[src/rtl/pipe_pkg.sv]
// Shared pipeline definitions for the MIPS core: word width and the
// EX-stage forwarding select encodings.
package pipe_pkg;

  localparam int WORD_W     = 32;
  localparam int FWD_NUM_IN = 3;

  typedef enum logic [1:0] {
    FWD_SEL_REG = 2'd0,
    FWD_SEL_WB  = 2'd1,
    FWD_SEL_MEM = 2'd2
  } fwd_sel_e;

endpackage

[src/rtl/sat_counter.sv]
// Saturating up-counter with synchronous clear; clear and increment on the
// same edge leaves a count of one so the new event is not lost.
module sat_counter #(
  parameter int W = 8
) (
  input  logic         clk,
  input  logic         rst_n,
  input  logic         clr,
  input  logic         inc,
  output logic [W-1:0] count
);

  always_ff @(posedge clk or negedge rst_n) begin
    if (!rst_n) begin
      count <= '0;
    end else if (clr) begin
      count <= inc ? W'(1) : '0;
    end else if (inc && (count != '1)) begin
      count <= count + W'(1);
    end
  end

endmodule

[src/rtl/fwd_mux_reg.sv]
// EX-stage forwarding operand mux with a registered output, stall/flush
// handling and reporting of out-of-range selects.
module fwd_mux_reg
  import pipe_pkg::*;
#(
  parameter int WIDTH     = WORD_W,
  parameter int NUM_IN    = FWD_NUM_IN,
  parameter int SEL_W     = $clog2(NUM_IN),
  parameter int ERR_CNT_W = 8
) (
  input  logic                    clk,
  input  logic                    rst_n,
  input  logic [SEL_W-1:0]        sel,
  input  logic [NUM_IN*WIDTH-1:0] in_bus,
  input  logic                    in_valid,
  input  logic                    stall,
  input  logic                    flush,
  input  logic                    err_clr,
  output logic [WIDTH-1:0]        out_data,
  output logic                    out_valid,
  output logic                    sel_err,
  output logic [ERR_CNT_W-1:0]    err_count
);

  logic [WIDTH-1:0] sel_word;
  logic             sel_legal;
  logic             take;
  logic             err_accept;

  // Explicit compare per input so an unused select code yields zero, never X.
  always_comb begin
    sel_word = '0;
    for (int k = 0; k < NUM_IN; k++) begin
      if (sel == SEL_W'(k)) begin
        sel_word = in_bus[k*WIDTH +: WIDTH];
      end
    end
  end

  assign sel_legal  = ({1'b0, sel} < (SEL_W+1)'(NUM_IN));
  assign take       = !flush && !stall && in_valid;
  assign err_accept = take && !sel_legal;

  always_ff @(posedge clk or negedge rst_n) begin
    if (!rst_n) begin
      out_data  <= '0;
      out_valid <= 1'b0;
    end else if (flush) begin
      out_data  <= '0;
      out_valid <= 1'b0;
    end else if (!stall) begin
      if (in_valid && sel_legal) begin
        out_data  <= sel_word;
        out_valid <= 1'b1;
      end else if (in_valid) begin
        out_data  <= '0;
        out_valid <= 1'b0;
      end else begin
        out_valid <= 1'b0;
      end
    end
  end

  // A new error on the same edge as a clear wins, so the flag stays set.
  always_ff @(posedge clk or negedge rst_n) begin
    if (!rst_n) begin
      sel_err <= 1'b0;
    end else if (err_accept) begin
      sel_err <= 1'b1;
    end else if (err_clr) begin
      sel_err <= 1'b0;
    end
  end

  sat_counter #(
    .W(ERR_CNT_W)
  ) u_err_cnt (
    .clk   (clk),
    .rst_n (rst_n),
    .clr   (err_clr),
    .inc   (err_accept),
    .count (err_count)
  );

endmodule

[config.mk]
export PLATFORM = sky130hd
export DESIGN_NAME = fwd_mux_reg
export DESIGN_NICKNAME = d
export VERILOG_FILES = /design/src/rtl/pipe_pkg.sv /design/src/rtl/sat_counter.sv /design/src/rtl/fwd_mux_reg.sv
export SDC_FILE = /design/constraint.sdc
export NUM_CORES = 1
export LEC_CHECK = 0
export ABC_AREA = 1
export CAP_MARGIN = 20
export CORE_MARGIN = 10
export CORE_UTILIZATION = 38
export DETAILED_ROUTE_END_ITERATION = 8
export GPL_TIMING_DRIVEN = 0
export PLACE_DENSITY = 0.82
export SYNTH_ARGS = -nofsm -noshare
export SYNTH_HDL_FRONTEND = slang
export SYNTH_SLANG_ARGS = --single-unit
[constraint.sdc]
create_clock -name clk -period 1.7 [get_ports clk]
set_input_delay 0.34 -clock clk [delete_from_list [all_inputs] [get_ports clk]]
set_output_delay 0.34 -clock clk [all_outputs]
set_load 0.01 [all_outputs]
==> flow_metrics.py <==
metrics = {
    "synth": {
        "synth.area.top_cells": "dfrtp_1 (44%), nand2_1 (25%), nand3_1 (7.9%)",
        "synth-main-ff-cell": "dfrtp_1",
        "synth_area_um2": 2400,
        "netlist_instances": 362,
        "ys_ff_latch": 42,
        "syn-num-nets": 467,
        "synth_edf_count": 0,
        "yosys.area.top_type": "dfrtp_1",
        "syn-mean-instance-area_um2": 6.63,
        "async_reset_ff_share_pct": 100,
        "seq_area_frac_synth_pct": 43.8,
        "synth.top_cell.area_share_pct": 43.8,
        "synth_cell_types": 18,
        "ys_top_cells_by_count": "nand2_1 (161), dfrtp_1 (42), inv_1 (40)",
        "yosysWarnings": 0,
        "yosysMostFrequentCell": "nand2_1",
    },
    "critical_path": {
        "arrival_ps": 1290,
        "reg2reg_from": "u_err_cnt.count[0]$_DFFE_PN0P_",
        "r2r_cells": 9,
        "cp_cell_sequence": "clkdlybuf4s50_1",
        "required_ps": 1360,
        "r2r_slack_ps": 270,
        "critical_path_class": "reg -> out",
        "path_buf_inv": 1,
        "cp-end-kind": "primary output",
        "cp_top_family": "buffers and inverters",
        "slowest_stage": "clkdlybuf4s50_1",
        "cp_max_fo": 6,
        "cp-start-kind": "flop",
        "max_stage_delay_ps": 570,
        "r2r-end": "u_err_cnt.count[5]$_DFFE_PN0P_",
    },
    "pwr": {
        "power_mw": 2.38,
        "p_leak_nw": 1.82,
        "irDropWorstVdd_uv": 373,
        "power_density_nw_per_um2": 582,
    },
    "route": {
        "route.detailed.drc": 0,
        "vias": 2761,
        "final_antenna_net_count": 0,
        "drt_iter0_markers": 57,
        "drtPass1Iterations": 6,
        "via_per_inst": 4.66,
        "wl_per_cell_um": 14.8,
        "finalWirelength_um": 8740,
    },
    "timing": {
        "tightest_slew_ps": 481,
        "finClkSkew_ps": 1.21,
        "hold_viol": 0,
        "finalCritPeriodShare_pct": 96.0,
        "finalSetupViolations": 0,
        "rsz0062_at_grt": "false",
        "fmax_mhz": 613,
        "maxSlewViolCount": 0,
        "layout_min_cycle_time_ps": 1630,
        "worst_slack_ps": 67.4,
        "relSlewSlack_pct": 68.0,
    },
    "floorplanning": {
        "row_count": 28,
        "die_y_um": 99.4,
        "ioPinCount": 146,
        "dieWidth_um": 99.4,
        "core_region_area_um2": 6030,
        "start_util_pct": 39.8,
        "dieArea_um2": 9890,
    },
    "placed_design": {
        "port_buffers": 145,
        "globalplace.congestion": 0.811,
        "placed_area_um2": 3960,
        "pre_cts_ws_ps": -181,
        "dp_hpwl_um": 7060,
    },
    "clocking": {
        "cts_setup_buffers": 0,
        "cts_tree": "built",
        "numCtsBuffers": 5,
        "htree_num_levels": 2,
        "clkSlewWorstSetupHoldPaths_ps": 80,
        "clock-sinks": 42,
        "clk_latency_ps": 290,
        "clk_path_buf_depth": 2,
        "root_buffer": "clkbuf_8",
    },
    "global_route": {
        "grt_usage_pct": 17.1,
        "grt_max_degree": 25,
        "grt_overflow": 0,
        "grt_pass1_wl_um": 14000,
        "grt_pass1_vias": 2811,
        "antenna_found_initial": 0,
    },
    "layout": {
        "antenna_cells": 0,
        "multi_input_area_um2": 1100,
        "area_growth_pct": 70.2,
        "drive_gt1_share_pct": 6.77,
        "final_area_um2": 4080,
        "fillers": 536,
        "num-nets-final": 621,
        "register_area_um2": 1050,
    },
    "min_path": {
        "min-delay-start": "sel_err$_DFFE_PN0P_",
        "hold_depth": 2,
        "holdPathEnd": "sel_err$_DFFE_PN0P_",
        "hp-class": "reg -> reg",
    },
    "job": {
        "cap_viol_max_count": 0,
    },
    "outcome": {
        "outcome": "completed",
    },
}
-- report_power, final --
group          total (mW)  switching [mW]  internal, mW
sequential           1.05          0.0168          1.03
clock               0.778           0.345         0.433
combinational       0.554           0.223         0.331
-- cell usage in the layout (no fill, tap or decap) --
master,n
clkinv_1,1
nand3_1,38
nor2_1,16
nand2_1,161
clkbuf_1,3
dfrtp_2,3
a31o_2,1
nor3_1,1
buf_2,11
dfrtp_1,39
dlygate4sd3_1,1
ha_1,1
bufinv_16,1
o21ai_0,1
or2_2,2
buf_12,1
o21ai_1,32
clkinv_2,2
nor2_2,3
nand4_1,4
inv_2,4
clkdlybuf4s50_1,144
inv_1,40
buf_4,2
clkbuf_8,5
-- timing repair --
item	4_1_cts	5_1_grt
hold buffers	1	0
resized for setup	0	3
setup endpoints to repair	0	3
endpoints found under the hold margin	17	0
-- area by class of cell --
cell class | instances | share of cell area (%)
Clock inverter | 3 | 0.981
Tap cell | 75 | 2.30
Timing Repair Buffer | 147 | 36.2
Sequential cell | 42 | 25.8
Inverter | 45 | 4.14
Clock buffer | 5 | 1.69
Multi-Input combinational cell | 260 | 27.0
Buffer | 15 | 1.87
-- kinds of logic (layout without fill, tap and decap cells) --
kind of cell,after synthesis,in the layout,synth area share [%]
AOI/OAI and AO/OA,34,34,7.25
adders and majority gates,1,1,0.522
and+or+nand+nor,225,225,38.2
DFF,42,42,43.8
buffers and inverters,60,215,10.2
-- through the flow --
step                hold WS (ps)  std cells  setup TNS (ps)  util [%]
floorplan                   44.4        362               0         -
global placement             470        582          -41630      65.4
detailed placement           310        583           -5060      65.7
CTS                          509        592               0      67.7
global route                 536        592               0      67.7
finish                       506        592               0      67.7
-- registers in the layout, summed over array words and instances, names as in the netlist --
register / cells
out_valid: 1
u_err_cnt.count: 8
out_data: 32
sel_err: 1
-- metal layers --
metal	GRT usage [%]	share of wire (%)
met5	0	0
met4	1.32	0.11
met3	5.81	7.8
met2	30.8	50
met1	19.8	42
-- worst max-delay path by stage --
| stage | start | endpoint | slack, ps | cells past startpoint |
|---|---|---|---|---|
| 2_1_floorplan | u_err_cnt.count[0]$_DFFE_PN0P_ | u_err_cnt.count[5]$_DFFE_PN0P_ | 390 | 9 |
| 3_3_place_gp | rst_n | out_data[30]$_DFFE_PN0P_ | -870 | 1 |
| 3_5_place_dp | in_valid | out_data[2]$_DFFE_PN0P_ | -180 | 5 |
| 4_1_cts | u_err_cnt.count[5]$_DFFE_PN0P_ | err_count[5] | 8 | 1 |
| 5_1_grt | u_err_cnt.count[3]$_DFFE_PN0P_ | err_count[3] | 8 | 1 |
| 6_report | u_err_cnt.count[3]$_DFFE_PN0P_ | err_count[3] | 70 | 1 |
No activity file was read; power rests on OpenSTA's default activity.
